--- src/rtl/fwb_slave_monitor_pkg.sv ---
// Shared definitions for the Wishbone B4 pipelined slave-side monitor.
//   - Fault bit positions inside o_fault_code.
//   - Default counter width and matching counter type.
//   - Limit-compare helper used by the consecutive-cycle timers.
package fwb_slave_monitor_pkg;

  localparam int unsigned F_LGDEPTH_DEF = 3;
  typedef logic [F_LGDEPTH_DEF-1:0] fcnt_t;

  localparam int unsigned FLT_STB_NO_CYC = 0;  // stb asserted outside a bus cycle
  localparam int unsigned FLT_STALL_HOLD = 1;  // stalled request not held stable
  localparam int unsigned FLT_ACK_ERR    = 2;  // ack and err in the same cycle
  localparam int unsigned FLT_SPURIOUS   = 3;  // response with nothing outstanding / no cyc
  localparam int unsigned FLT_STALL_TO   = 4;  // stall held too long
  localparam int unsigned FLT_ACK_TO     = 5;  // response took too long
  localparam int unsigned FLT_REQ_OVF    = 6;  // too many requests in one bus cycle
  localparam int unsigned FLT_DIR        = 7;  // mixed read/write while requests outstanding

  // A limit of zero disables the check.
  function automatic logic over_limit(input int unsigned cnt, input int unsigned lim);
    return (lim != 0) && (cnt > lim);
  endfunction

endpackage

--- src/rtl/fwb_slave_monitor_if.sv ---
// Wishbone B4 pipelined bus bundle.
//   master  : drives cyc/stb/we/addr/data/sel, receives ack/stall/err/idata
//   slave   : the mirror image of master
//   monitor : passive observer, every signal is an input
interface fwb_slave_monitor_if #(
  parameter int AW = 15,
  parameter int DW = 32
) ();

  logic          cyc;
  logic          stb;
  logic          we;
  logic [AW-1:0] addr;
  logic [DW-1:0] data;
  logic [DW/8-1:0] sel;
  logic          ack;
  logic          stall;
  logic          err;
  logic [DW-1:0] idata;

  modport master  (output cyc, stb, we, addr, data, sel,
                   input  ack, stall, err, idata);
  modport slave   (input  cyc, stb, we, addr, data, sel,
                   output ack, stall, err, idata);
  modport monitor (input  cyc, stb, we, addr, data, sel, ack, stall, err, idata);

endinterface

--- src/rtl/fwb_timeout_ctr.sv ---
// Saturating consecutive-cycle counter with limit compare.
//   i_clk, i_reset : clock, synchronous active-high reset
//   i_inc          : condition holds this cycle (count), otherwise the count clears
//   o_over         : the count including this cycle exceeds LIMIT (LIMIT=0 disables)
module fwb_timeout_ctr
  import fwb_slave_monitor_pkg::*;
#(
  parameter int unsigned LIMIT = 6
) (
  input  logic i_clk,
  input  logic i_reset,
  input  logic i_inc,
  output logic o_over
);

  // Wide enough to represent LIMIT+1, so saturation always sits above the limit.
  localparam int unsigned CW = $clog2(LIMIT + 2);

  logic [CW-1:0] cnt_q;
  logic [CW-1:0] cnt_d;

  always_comb begin
    cnt_d = '0;
    if (i_inc) cnt_d = (cnt_q == '1) ? cnt_q : cnt_q + CW'(1);
  end

  always_ff @(posedge i_clk) begin
    if (i_reset) cnt_q <= '0;
    else         cnt_q <= cnt_d;
  end

  // Compare the count that includes the current sample so the violating
  // cycle itself is flagged and the sticky bit lands one clock later.
  assign o_over = over_limit(32'(cnt_d), LIMIT);

endmodule

--- src/rtl/fwb_slave_monitor.sv ---
// Passive Wishbone B4 pipelined protocol monitor for the slave side.
//   i_clk, i_reset   : clock, synchronous active-high reset
//   wb               : observed bus (monitor modport)
//   f_nreqs, f_nacks : requests accepted / responses returned in this bus cycle
//   f_outstanding    : f_nreqs - f_nacks
//   o_fault          : any sticky fault set
//   o_fault_code     : sticky per-rule fault flags (see package for bit map)
module fwb_slave_monitor
  import fwb_slave_monitor_pkg::*;
#(
  parameter int          AW              = 15,
  parameter int          DW              = 32,
  parameter int unsigned F_MAX_STALL     = 6,
  parameter int unsigned F_MAX_ACK_DELAY = 6,
  parameter int unsigned F_LGDEPTH       = F_LGDEPTH_DEF,
  parameter int unsigned F_MAX_REQUESTS  = 2
) (
  input  logic                 i_clk,
  input  logic                 i_reset,
  fwb_slave_monitor_if.monitor wb,
  output logic [F_LGDEPTH-1:0] f_nreqs,
  output logic [F_LGDEPTH-1:0] f_nacks,
  output logic [F_LGDEPTH-1:0] f_outstanding,
  output logic                 o_fault,
  output logic [7:0]           o_fault_code
);

  logic accept, response, clear, full;
  logic stall_over, ack_over;
  logic rst_q;
  logic stalled_q, we_q, dir_q;
  logic [AW-1:0]   addr_q;
  logic [DW-1:0]   data_q;
  logic [DW/8-1:0] sel_q;
  logic [7:0] viol;
  logic unused_idata;

  assign unused_idata  = ^wb.idata;
  assign accept        = wb.stb && !wb.stall;
  assign response      = wb.ack || wb.err;
  assign clear         = !wb.cyc || wb.err;
  assign f_outstanding = f_nreqs - f_nacks;
  assign full          = (f_nreqs == '1) ||
                         ((F_MAX_REQUESTS != 0) && (32'(f_nreqs) >= F_MAX_REQUESTS));

  always_ff @(posedge i_clk) begin
    if (i_reset || clear) begin
      f_nreqs <= '0;
      f_nacks <= '0;
    end else begin
      if (accept && !full)           f_nreqs <= f_nreqs + F_LGDEPTH'(1);
      if (response && f_nacks != '1) f_nacks <= f_nacks + F_LGDEPTH'(1);
    end
  end

  // Snapshot of the previous request, used to prove a stalled request was held.
  always_ff @(posedge i_clk) begin
    if (i_reset) begin
      stalled_q <= 1'b0;
      dir_q     <= 1'b0;
    end else begin
      stalled_q <= wb.cyc && wb.stb && wb.stall;
      if (accept) dir_q <= wb.we;
    end
    addr_q <= wb.addr;
    we_q   <= wb.we;
    data_q <= wb.data;
    sel_q  <= wb.sel;
  end

  fwb_timeout_ctr #(.LIMIT(F_MAX_STALL)) u_stall_ctr (
    .i_clk   (i_clk),
    .i_reset (i_reset),
    .i_inc   (wb.stb && wb.stall),
    .o_over  (stall_over)
  );

  fwb_timeout_ctr #(.LIMIT(F_MAX_ACK_DELAY)) u_ack_ctr (
    .i_clk   (i_clk),
    .i_reset (i_reset),
    .i_inc   (wb.cyc && (f_outstanding != '0) && !response),
    .o_over  (ack_over)
  );

  always_comb begin
    viol = '0;
    viol[FLT_STB_NO_CYC] = wb.stb && !wb.cyc;
    viol[FLT_STALL_HOLD] = stalled_q && wb.cyc &&
                           (!wb.stb || (wb.addr != addr_q) || (wb.we != we_q) ||
                            (we_q && ((wb.data != data_q) || (wb.sel != sel_q))));
    viol[FLT_ACK_ERR]    = wb.ack && wb.err;
    viol[FLT_SPURIOUS]   = response && ((f_outstanding == '0) || !wb.cyc);
    viol[FLT_STALL_TO]   = stall_over;
    viol[FLT_ACK_TO]     = ack_over;
    viol[FLT_REQ_OVF]    = wb.cyc && !wb.err && accept && full;
    viol[FLT_DIR]        = wb.cyc && wb.stb && (f_outstanding != '0) && (wb.we != dir_q);
  end

  // Checks are masked in the reset cycle and the one after it.
  always_ff @(posedge i_clk) begin
    if (i_reset) begin
      rst_q        <= 1'b1;
      o_fault_code <= '0;
    end else begin
      rst_q <= 1'b0;
      if (!rst_q) o_fault_code <= o_fault_code | viol;
    end
  end

  assign o_fault = |o_fault_code;

endmodule

--- src/flat_wrapper.sv ---
// flat-port wrapper written by rule: the top's interface ports become plain ports
module fwb_slave_monitor_flat import fwb_slave_monitor_pkg::*;
#(
  parameter int          AW              = 15,
  parameter int          DW              = 32,
  parameter int unsigned F_MAX_STALL     = 6,
  parameter int unsigned F_MAX_ACK_DELAY = 6,
  parameter int unsigned F_LGDEPTH       = F_LGDEPTH_DEF,
  parameter int unsigned F_MAX_REQUESTS  = 2
)
  (i_clk, i_reset, f_nreqs, f_nacks, f_outstanding, o_fault, o_fault_code, wb_cyc, wb_stb, wb_we, wb_addr, wb_data, wb_sel, wb_ack, wb_stall, wb_err, wb_idata);
  fwb_slave_monitor_if #(.AW(AW), .DW(DW)) wb_i ();
  input  logic i_clk;
  input  logic i_reset;
  output logic [F_LGDEPTH-1:0] f_nreqs;
  output logic [F_LGDEPTH-1:0] f_nacks;
  output logic [F_LGDEPTH-1:0] f_outstanding;
  output logic o_fault;
  output logic [7:0] o_fault_code;
  input wire logic [$bits(wb_i.cyc)-1:0] wb_cyc;
  input wire logic [$bits(wb_i.stb)-1:0] wb_stb;
  input wire logic [$bits(wb_i.we)-1:0] wb_we;
  input wire logic [$bits(wb_i.addr)-1:0] wb_addr;
  input wire logic [$bits(wb_i.data)-1:0] wb_data;
  input wire logic [$bits(wb_i.sel)-1:0] wb_sel;
  input wire logic [$bits(wb_i.ack)-1:0] wb_ack;
  input wire logic [$bits(wb_i.stall)-1:0] wb_stall;
  input wire logic [$bits(wb_i.err)-1:0] wb_err;
  input wire logic [$bits(wb_i.idata)-1:0] wb_idata;
  assign wb_i.cyc = wb_cyc;
  assign wb_i.stb = wb_stb;
  assign wb_i.we = wb_we;
  assign wb_i.addr = wb_addr;
  assign wb_i.data = wb_data;
  assign wb_i.sel = wb_sel;
  assign wb_i.ack = wb_ack;
  assign wb_i.stall = wb_stall;
  assign wb_i.err = wb_err;
  assign wb_i.idata = wb_idata;
  fwb_slave_monitor #(.AW(AW), .DW(DW), .F_MAX_STALL(F_MAX_STALL), .F_MAX_ACK_DELAY(F_MAX_ACK_DELAY), .F_LGDEPTH(F_LGDEPTH), .F_MAX_REQUESTS(F_MAX_REQUESTS)) u_core (.i_clk(i_clk), .i_reset(i_reset), .wb(wb_i), .f_nreqs(f_nreqs), .f_nacks(f_nacks), .f_outstanding(f_outstanding), .o_fault(o_fault), .o_fault_code(o_fault_code));
endmodule
--- config.mk ---
export PLATFORM = sky130hd
export DESIGN_NAME = fwb_slave_monitor_flat
export DESIGN_NICKNAME = d
export VERILOG_FILES = /design/src/rtl/fwb_slave_monitor_pkg.sv /design/src/rtl/fwb_slave_monitor_if.sv /design/src/rtl/fwb_timeout_ctr.sv /design/src/rtl/fwb_slave_monitor.sv /design/src/flat_wrapper.sv
export SDC_FILE = /design/constraint.sdc
export NUM_CORES = 1
export LEC_CHECK = 0
export BUFFER_PORTS_ARGS = -buffer_cell sky130_fd_sc_hd__buf_2
export CAP_MARGIN = 10
export CORE_MARGIN = 2
export CORE_UTILIZATION = 25
export DETAILED_ROUTE_END_ITERATION = 6
export SLEW_MARGIN = 20
export SYNTH_ARGS = -nofsm -noshare
export SYNTH_HDL_FRONTEND = slang
export SYNTH_SLANG_ARGS = --single-unit
export TNS_END_PERCENT = 20
--- constraint.sdc ---
create_clock -name i_clk -period 4.7 [get_ports i_clk]
set_input_delay 0.235 -clock i_clk [delete_from_list [all_inputs] [get_ports i_clk]]
set_output_delay 0.235 -clock i_clk [all_outputs]
set_load 0.05 [all_outputs]
==> results by group, run 1 <==
Run status
  • Status: complete, no violations

Detailed routing
  • Post-DR vias/cell: 4.07
  • Detailed Routing Iterations Pass 1: 4
  • Drc violations: 0
  • Final WL: 5.71 mm
  • Vias: 2072
  • ANT nets after route: 0
  • WL/cell: 11.2 um
  • Starting DRT DRC Count: 50

Clocking
  • CTS tree: built
  • Clk buf depth: 2
  • Root Buffer: clkbuf_8
  • Sink Count: 75
  • Clock latency at the later pin of the worst-skew pair: 340 ps
  • Clock-pin slew on the worst setup and hold paths: 80 ps
  • Clock buffer count from CTS: 9
  • H-tree depth: 3

STA
  • Setup TNS: 0 ps
  • Relative max-transition margin: 74.3%
  • Endpoints failing setup: 0
  • Final hold violation count: 0
  • Clk_skew: 12.3 ps
  • Crit share post-route: 47.8%
  • Final min period: 2250 ps
  • Unrepaired setup endpoints after global routing: no
  • Count of pins over their slew limit: 0
  • F_max: 0.445 GHz
  • Slew @ Worst Pin: 383 ps

Logic synthesis
  • Main combinational cell family by area after synthesis: XOR/XNOR gates
  • EDFF count, synth: 0
  • XOR/XNOR Fraction of Synth Area: 19.7%
  • FFs w/ async S/R, synth: 0%
  • Avg Synthesized Cell Area: 11.1 um2
  • Simple-gate share of the synthesized area: 13.8%
  • Warnings from Yosys: 0
  • Sequential fraction of the synthesis area: 56.4%
  • Synth Register Bits: 75
  • Multiplexer area fraction after synthesis: 0.752%
  • Post-Syn Area: 2660 um2
  • Syn Nets: 341
  • Post-Synthesis Cells: 241
  • Adder-cell area share of the yosys netlist: 4.51%
  • Primary FF master, synth: dfxtp_1
  • Compound-cell area share of the yosys netlist: 3.62%
  • Count of cell types in the netlist: 30

Place
  • Post-detail-place hpwl: 4.04 mm
  • DP Area: 3210 um2
  • PortBufs: 76
  • GP Congestion: 0.710

Die
  • Initial Utilization: 25.8%
  • Die Area: 11500 um2
  • Num rows: 37
  • DIE HEIGHT: 107 um
  • # IOs: 109
  • Core area: 10300 um2
  • Chip width: 107 um

Setup path
  • Reg-to-Reg End: u_core.o_fault_code[7]
  • Worst path arrival time: 2010 ps
  • CP startpoint kind: register
  • Worst Path Required: 4470 ps
  • Crit Path Max Fanout: 3
  • Beginning of the worst register-to-register path: u_core.f_nreqs[0]
  • Flop-to-flop setup slack: 2490 ps
  • CP Class: register to output pin
  • Worst setup EP type: output pin
  • R2r worst-path depth: 9

Pwr
  • Internal power: 996 uW
  • Pleak: 0.00161 uW
  • Switching power total: 332 uW
  • Total power: 1330 uW
  • Clock network power share: 37.5%
  • VDD IR max: 174 uV
  • Combinational fraction of design power: 11.5%
  • Sw frac: 25.0%
  • Seq pwr share: 51.0%
  • Power density over the cells: 348 nW/um2

Layout
  • N_diodes: 0
  • Layout cell share with drive strength beyond 1: 24.9%
  • Area Growth Syn to Fin: 43.4%
  • Multi-input gate area: 1130 um2
  • Reg area: 1500 um2
  • Post-route cell area: 3820 um2
  • Final #Nets: 468
  • # fillers: 1033

GRT
  • Initial antenna violation count: 0
  • Largest net degree at the start of global routing: 18
  • Global-route usage over all layers: 10.8%
  • Vias in the first global route: 2122
  • Grt total ovfl: 0
  • First-pass GRT wire length: 9.77 mm

Worst hold path
  • Hold path cells: 1
  • Worst Hold Class: input pin to register
  • Hold path endpoint: u_core.sel_q[0]
  • Min-delay src: wb_sel[0]

Flow run
  • Total of max-cap violations: 0
-- flip-flops by register name (all words and copies together), names as in the netlist --
signal	count
u_core.f_nacks	3
u_core.dir_q	1
u_core.stalled_q	1
u_core.u_stall_ctr.cnt_q	3
u_core.f_nreqs	3
u_core.data_q	32
u_core.sel_q	4
u_core.u_ack_ctr.cnt_q	3
u_core.rst_q	1
u_core.o_fault_code	8
u_core.addr_q	15
u_core.we_q	1
-- critical path, cell delays in order, from the launching register on --
cell     delay, ps
dfxtp_1        360
inv_1           90
ha_1           220
fa_1           380
xnor2_1        180
xnor2_1        150
buf_2          290
-- cell usage in the layout (no fill, tap or decap), types with 4 or more instances in the layout --
cell / n
buf_2: 76
dfxtp_1: 75
xnor2_1: 51
dlygate4sd3_1: 41
nor2_1: 22
nand4_1: 11
xor2_1: 9
clkbuf_8: 9
inv_1: 8
ha_1: 8
nor4_1: 7
nand2_1: 7
a21oi_1: 7
nor3_1: 4
o21ai_0: 4
-- layout make-up --
class                      count  share of cell area [%]
sequential                    75                    39.3
multi-input combinational    157                    29.5
timing repair buffer         117                    20.7
tap                          136                    4.45
clock buffer                  10                    3.34
clock inverter                 6                    1.90
inverter                       8                   0.786
-- cell usage after synthesis, drive strengths merged (2+ instances only) --
cell	number	area, um2
nand2	7	26.3
nor3	4	20.0
xor2	9	78.8
nand3b	3	22.5
nand4	11	68.8
xnor2	51	447
a31oi	3	18.8
nor2b	2	12.5
nor2	23	88.8
nor3b	3	22.5
mux2i	2	20.0
dfxtp	75	1500
a21oi	7	35.0
nor4	7	43.8
nand3	3	15.0
ha	8	100
inv	8	30.0
o21ai	4	20.0
-- stage by stage --
| step | worst slack [ps] | hold slack (ps) | utilization (%) | cells |
|---|---|---|---|---|
| floorplan | 1680 | 263 | - | 241 |
| global placement | 2520 | 361 | 31.1 | 452 |
| detailed placement | 2480 | 364 | 31.1 | 452 |
| CTS | 2420 | 0.327 | 36.6 | 505 |
| global route | 2270 | 0.123 | 37.0 | 509 |
| finish | 2450 | 20.9 | 37.0 | 509 |
-- power groups by stage --
stage / combinational (uW) / clock (uW) / sequential [uW]
finish: 152 / 499 / 677
global placement: 124 / 0 / 691
CTS: 151 / 526 / 677
floorplan: 68.4 / 0 / 699
detailed placement: 127 / 0 / 692
global route: 169 / 555 / 680
-- routing by layer --
metal  vias up  global-route usage, %  routed length, um
met3        10                   3.28                247
met2        49                   18.2               2750
met1       949                   12.6               2600
met5         -                      0                  0
li1       1064                      -                  -
met4         0                   5.01                110
-- cell families (layout without fill, tap and decap cells) --
group                      after synthesis  in the layout
AOI/OAI and AO/OA                       17             17
xor gates and xnor gates                60             60
adders and majority gates                9              9
buffers and inverters                    9            141
DFF                                     75             75
muxes                                    2              2
and+or+nand+nor                         69             69
-- timing repair --
| item | in CTS | in global routing |
|---|---|---|
| hold buffers | 37 | 4 |
| resized for setup | 0 | 0 |
| hold endpoints to repair | 37 | 4 |
| buffers inserted | 0 | 0 |
-- how the worst max path moves through the flow --
stage | startpoint | to | slack, ps | cells after the start
2_1_floorplan | u_core.f_nreqs[0] | u_core.o_fault_code[7] | 1680 | 9
3_3_place_gp | u_core.f_nreqs[0] | u_core.o_fault_code[7] | 2520 | 9
3_5_place_dp | u_core.f_nreqs[0] | u_core.o_fault_code[7] | 2480 | 9
4_1_cts | u_core.f_nreqs[0] | f_outstanding[2] | 2420 | 6
5_1_grt | u_core.f_nreqs[0] | f_outstanding[2] | 2270 | 6
6_report | u_core.f_nreqs[0] | f_outstanding[2] | 2450 | 6
No activity file was read; power rests on OpenSTA's default activity.
==> run 2: changes to the inputs <==
==> constraint.sdc (replaced) <==
create_clock -name i_clk -period 2.3 [get_ports i_clk]
set_input_delay 0.115 -clock i_clk [delete_from_list [all_inputs] [get_ports i_clk]]
set_output_delay 0.115 -clock i_clk [all_outputs]
set_load 0.05 [all_outputs]
==> run 2 against run 1 <==
  * Sequential share of layout area down 1.7 points
  * First-iteration DRC count is 22% higher
  * Non-clock buffer count rose by 11
  * Power rose by 110%
  * Highest routed layer unchanged
  * Worst setup slack got worse by 2400 ps
  * Final area up 5.0%
  * Sequential power grew 100%
  * Global-route usage grew 0.64 points
  * Critical path type is now register to register
  * Largest power group unchanged
  * Die area stayed put
==> results by group, run 2 (same netlist as run 1, synthesis figures left out) <==
Detailed routing
  • Post-DR vias/cell: 4.07
  • Final WL: 6.08 mm
  • WL/cell: 11.7 um
  • Detailed Routing Iterations Pass 1: 4
  • Starting DRT DRC Count: 61
  • Drc violations: 0
  • ANT nets after route: 0
  • Vias: 2111

Place
  • Post-detail-place hpwl: 4.14 mm
  • GP Congestion: 0.713
  • Setup WS pre-CTS: 24.8 ps
  • PortBufs: 76

STA
  • Clk_skew: 7.10 ps
  • Crit share post-route: 96.2%
  • Min Hold Slack: 57.4 ps
  • Final setup margin: 87.3 ps
  • Final hold violation count: 0
  • Setup TNS: 0 ps
  • Endpoints failing setup: 0
  • Count of pins over their slew limit: 0
  • Slew @ Worst Pin: 384 ps
  • Final min period: 2210 ps
  • F_max: 0.452 GHz
  • Relative max-transition margin: 74.3%

Die
  • Chip width: 107 um
  • Num rows: 37
  • Initial Utilization: 25.8%
  • Core area: 10300 um2
  • DIE HEIGHT: 107 um
  • Die Area: 11500 um2
  • # IOs: 109

Pwr
  • VDD IR max: 378 uV
  • Total power: 2820 uW
  • Pleak: 0.00168 uW
  • Switching power total: 651 uW
  • Seq pwr share: 49.0%
  • Clock network power share: 39.1%
  • Power density over the cells: 703 nW/um2
  • Combinational fraction of design power: 11.9%
  • Internal power: 2170 uW
  • Sw frac: 23.1%

GRT
  • Vias in the first global route: 2238
  • First-pass GRT wire length: 10.1 mm
  • Largest net degree at the start of global routing: 18
  • Global-route usage over all layers: 11.5%
  • Grt total ovfl: 0
  • Initial antenna violation count: 0

Setup path
  • Crit Path Max Fanout: 3
  • Worst setup EP type: register
  • Worst path arrival time: 2440 ps
  • Worst Path Required: 2530 ps
  • CP startpoint kind: register
  • CP Class: register to register

Layout
  • Biggest register: u_core.data_q
  • Layout cell share with drive strength beyond 1: 26.6%
  • Area Growth Syn to Fin: 50.6%
  • Final #Nets: 479
  • Commonest non-fill, non-tap cell in the layout: buf_2
  • N_diodes: 0
  • Largest registers: u_core.data_q x32, u_core.addr_q x15, u_core.o_fault_code x8
  • Most frequent cells in the layout: 76 x buf_2, 72 x dfxtp_1, 52 x dlygate4sd3_1
  • Max FFs per register: 32

Clocking
  • Clock latency at the later pin of the worst-skew pair: 340 ps
  • Clock-pin slew on the worst setup and hold paths: 80 ps
  • H-tree depth: 3
  • Setup Buffers After CTS: 0
  • Root Buffer: clkbuf_8
  • Clock buffer count from CTS: 9
  • CTS tree: built
  • Sink Count: 75
  • Clk buf depth: 2

Worst hold path
  • Worst Hold Class: input pin to register

Flow run
  • Total of max-cap violations: 0

Run status
  • Status: complete, no violations
## run 2: cell count changes in the layout (fill, tap and decap cells not counted), sizes merged
| cell | change |
|---|---|
| inv | -2 |
| bufinv | +1 |
| dlygate4sd3 | +11 |
## run 2: worst max-delay path, cell delays in order (launching register included)
cell and delay [ps]:
dfxtp_4 370, inv_4 50, ha_4 150, fa_2 420, xnor2_4 170, xnor2_4 150
or3_4 390, and2_1 190, a31oi_1 160, nor2_1 50
## run 2: what timing repair did
action	4_1_cts	5_1_grt
setup endpoints to repair	0	3
resized for setup	0	1
hold endpoints to repair	52	0
hold buffers	52	0
## run 2: path summary, 6_finish.rpt
path	start	endpoint	slack, ps	depth (start not counted)
hold reg to reg	u_core.stalled_q	u_core.o_fault_code[1]	490	2
setup / recovery	u_core.f_nreqs[0]	u_core.o_fault_code[5]	90	9
setup reg to reg	u_core.f_nreqs[0]	u_core.o_fault_code[5]	90	9
hold / removal	wb_ack	u_core.o_fault_code[2]	60	3
## run 2: power groups by stage
stage          Clock (uW)  Sequential [uW]  Combinational, uW
6_report             1100             1380                335
5_1_grt              1210             1390                368
4_1_cts              1150             1380                335
3_5_place_dp            0             1410                266
3_3_place_gp            0             1410                261
2_1_floorplan           0             1430                146
## run 2: per-stage QoR
step | util [%] | instances | area, um2
after CTS | 38.8 | 519 | 4010
after detailed placement | 31.7 | 452 | 3270
final | 38.9 | 519 | 4010
after global routing | 38.9 | 519 | 4010
after floorplan | - | 241 | 2730
after global placement | 31.7 | 452 | 3270
## run 2: metal layers
metal	part of all wire, %	global-route usage, %	vias up	wire length, um
li1	-	-	1089	-
met1	45	12.8	959	2720
met2	49	19.7	52	2960
met3	4.4	3.71	11	267
met4	2.3	5.47	0	138
met5	0	0	-	0
## run 2: final cells by class
class                   instances  area, um2
repair buffers                128        901
inverters                       8       32.5
fillers                      1000       6310
multi-input cells             157       1190
clock buffers                  10        138
flip-flops and latches         75       1510
well taps                     136        170
clock inverters                 5       77.6
==> run 3: changes to the inputs <==
--- a/config.mk
+++ b/config.mk
@@ -5,6 +5,7 @@
 export SDC_FILE = /design/constraint.sdc
 export NUM_CORES = 1
 export LEC_CHECK = 0
+export ABC_AREA = 1
 export BUFFER_PORTS_ARGS = -buffer_cell sky130_fd_sc_hd__buf_2
 export CAP_MARGIN = 10
 export CORE_MARGIN = 2
@@ -14,4 +15,4 @@
 export SYNTH_ARGS = -nofsm -noshare
 export SYNTH_HDL_FRONTEND = slang
 export SYNTH_SLANG_ARGS = --single-unit
-export TNS_END_PERCENT = 20
+export TNS_END_PERCENT = 100
==> run 3 against run 2 <==
  * Worst setup slack better by 200 ps
  * Largest cell class unchanged
  * Fmax is 10% higher
  * Sequential cell count stayed put
  * Synthesized cell count is 34% higher
  * Routed wire length is 4.2% higher
  * First-iteration DRC count is 51% higher
==> results by group, run 3 <==
Run status
  • Status: complete, no violations

Logic synthesis
  • Primary FF master, synth: dfxtp_1
  • Top cell type by total area after synthesis: dfxtp_1
  • Post-Synthesis Cells: 324
  • Warnings from Yosys: 0
  • Area share of the largest cell type after synthesis: 52.8%
  • Syn Nets: 424
  • Count of cell types in the netlist: 29
  • Avg Synthesized Cell Area: 8.77 um2
  • FFs w/ async S/R, synth: 0%
  • EDFF count, synth: 0
  • Sequential fraction of the synthesis area: 52.8%
  • Commonest cells post-synth: 75 x dfxtp_1, 64 x nand2_1, 42 x inv_1, 42 x nor2_1, 35 x xnor2_1
  • Post-Syn Area: 2840 um2
  • Synth Register Bits: 75
  • Top-count cell post-synth: dfxtp_1
  • Synth top area cells: dfxtp_1 53%, xnor2_1 11%, nand2_1 8.5%

GRT
  • First-pass GRT wire length: 11.1 mm
  • Global-route usage over all layers: 11.2%
  • Largest net degree at the start of global routing: 14
  • Grt total ovfl: 0
  • Vias in the first global route: 2545
  • Initial antenna violation count: 0

STA
  • Setup TNS: 0 ps
  • Crit share post-route: 87.5%
  • Final hold violation count: 0
  • Unrepaired setup endpoints after global routing: no
  • Slew @ Worst Pin: 350 ps
  • Endpoints failing setup: 0
  • Count of pins over their slew limit: 0
  • Final setup margin: 288 ps
  • Relative max-transition margin: 76.5%
  • Clk_skew: 4.70 ps
  • F_max: 0.497 GHz
  • Final min period: 2010 ps

Clocking
  • Sink Count: 75
  • Clk buf depth: 2
  • Setup Buffers After CTS: 0
  • Root Buffer: clkbuf_16
  • Clock buffer count from CTS: 9
  • CTS tree: built
  • Clock-pin slew on the worst setup and hold paths: 60 ps
  • Clock latency at the later pin of the worst-skew pair: 330 ps
  • H-tree depth: 3

Pwr
  • Clock network power share: 48.5%
  • Pleak: 0.00201 uW
  • VDD IR max: 406 uV
  • Sw frac: 21.7%
  • Internal power: 2630 uW
  • Combinational fraction of design power: 10.2%
  • Switching power total: 729 uW
  • Seq pwr share: 41.3%
  • Power density over the cells: 787 nW/um2

Place
  • Setup WS pre-CTS: 474 ps
  • GP Congestion: 0.749
  • Post-detail-place hpwl: 4.56 mm
  • DP Area: 3390 um2
  • PortBufs: 76

Die
  • # IOs: 109
  • Initial Utilization: 25.9%
  • Chip width: 111 um
  • Num rows: 38
  • DIE HEIGHT: 111 um
  • Core area: 11000 um2
  • Die Area: 12200 um2

Worst hold path
  • Worst Hold Class: input pin to register
  • Hold path endpoint: u_core.rst_q
  • Min-delay src: i_reset
  • Hold path cells: 1

Layout
  • Reg area: 1500 um2
  • Post-route cell area: 4260 um2
  • Biggest register: u_core.data_q
  • Max FFs per register: 32
  • Largest registers: u_core.data_q x32, u_core.addr_q x15, u_core.o_fault_code x8
  • Area Growth Syn to Fin: 50.1%
  • Commonest non-fill, non-tap cell in the layout: buf_2
  • Final core utilization: 38.8%
  • Final #Nets: 562
  • Layout cell share with drive strength beyond 1: 21.2%
  • Multi-input gate area: 1180 um2
  • N_diodes: 0
  • Most frequent cells in the layout: 76 x buf_2, 75 x dfxtp_1, 64 x nand2_1
  • # fillers: 1084

Detailed routing
  • WL/cell: 10.4 um
  • Metal2 WL: 3.37 mm
  • WL met1: 2.65 mm
  • ANT nets after route: 0
  • Final WL: 6.34 mm
  • Routed met3 length: 202 um
  • Detailed Routing Iterations Pass 1: 4
  • Post-DR vias/cell: 4.00
  • Top sig layer: met4
  • Drc violations: 0
  • Vias: 2428
  • Starting DRT DRC Count: 92

Setup path
  • Flop-to-flop setup slack: 480 ps
  • CP Class: register to output pin
  • CP startpoint kind: register
  • Worst path arrival time: 1900 ps
  • Worst setup EP type: output pin
  • R2r worst-path depth: 9
  • Crit Path Max Fanout: 4
  • Worst Path Required: 2180 ps
  • Reg-to-Reg End: u_core.o_fault_code[5]
  • Beginning of the worst register-to-register path: u_core.f_nreqs[0]

Flow run
  • Total of max-cap violations: 0
==> run 3: cell count changes in the layout (fill, tap and decap cells not counted), moves of 9 or more <==
| cell | change |
|---|---|
| clkbuf_8 | -9 |
| nand2_1 | +57 |
| xnor2_1 | -14 |
| nor2_1 | +20 |
| clkbuf_16 | +9 |
| inv_1 | +35 |
| nand4_1 | -9 |
==> run 3: cells by family after synthesis <==
group                    count (synthesis)  synth area share, %
AND/OR/NAND/NOR                        134                 20.2
buffers and inverters                   43                 5.68
adder cells (fa/ha/maj)                  9                 4.23
AO/OA/AOI/OAI                           24                 4.98
XOR/XNOR                                38                 11.7
multiplexers                             1                0.396
flip-flops                              75                 52.8
==> run 3: how the worst max path moves through the flow <==
stage	startpoint	to	slack (ps)	cells past startpoint
after floorplan	u_core.f_nreqs[0]	u_core.o_fault_code[5]	210	9
after global placement	u_core.f_nreqs[0]	u_core.o_fault_code[5]	540	9
after detailed placement	u_core.f_nreqs[0]	u_core.o_fault_code[5]	470	9
after CTS	u_core.f_nreqs[0]	f_outstanding[2]	260	6
after global routing	u_core.f_nreqs[0]	f_outstanding[2]	180	6
final	u_core.f_nreqs[0]	f_outstanding[2]	290	6
==> run 3: area by class of cell <==
| cell class | count | area share [%] |
|---|---|---|
| Clock buffer | 10 | 5.60 |
| Clock inverter | 6 | 2.61 |
| Inverter | 42 | 3.70 |
| Multi-Input combinational cell | 206 | 27.6 |
| Sequential cell | 75 | 35.2 |
| Tap cell | 140 | 4.11 |
| Timing Repair Buffer | 128 | 21.1 |
==> run 3: metal layers <==
layer / global-route usage [%] / vias to the layer above
li1: - / 1290
met1: 11.6 / 1086
met2: 20.8 / 43
met3: 3.46 / 9
met4: 4.50 / 0
met5: 0 / -
==> run 3: repair_timing <==
item / in CTS / in global routing
gates resized for setup: 0 / 0
hold buffers: 52 / 0
endpoints found under the hold margin: 52 / 0
==> run 3: worst max-delay path, cell delays in order, from the launching register on <==
cell and delay (ps):
dfxtp_1 360, inv_1 100, ha_1 210, fa_1 380
xnor2_1 240, inv_1 60, buf_2 210
==> run 3: power groups by stage <==
stage,combinational [uW],clock (uW),sequential (uW)
CTS,345,1680,1390
finish,343,1630,1390
detailed placement,276,0,1410
floorplan,156,0,1430
global route,385,1740,1390
global placement,268,0,1410
==> run 3: through the flow <==
| stage | instances | hold slack [ps] | power (uW) |
|---|---|---|---|
| finish | 607 | 45.1 | 3360 |
| detailed placement | 539 | 235 | 1690 |
| CTS | 607 | 27.5 | 3410 |
| floorplan | 324 | 143 | 1580 |
| global route | 607 | 37.2 | 3510 |
| global placement | 539 | 232 | 1680 |
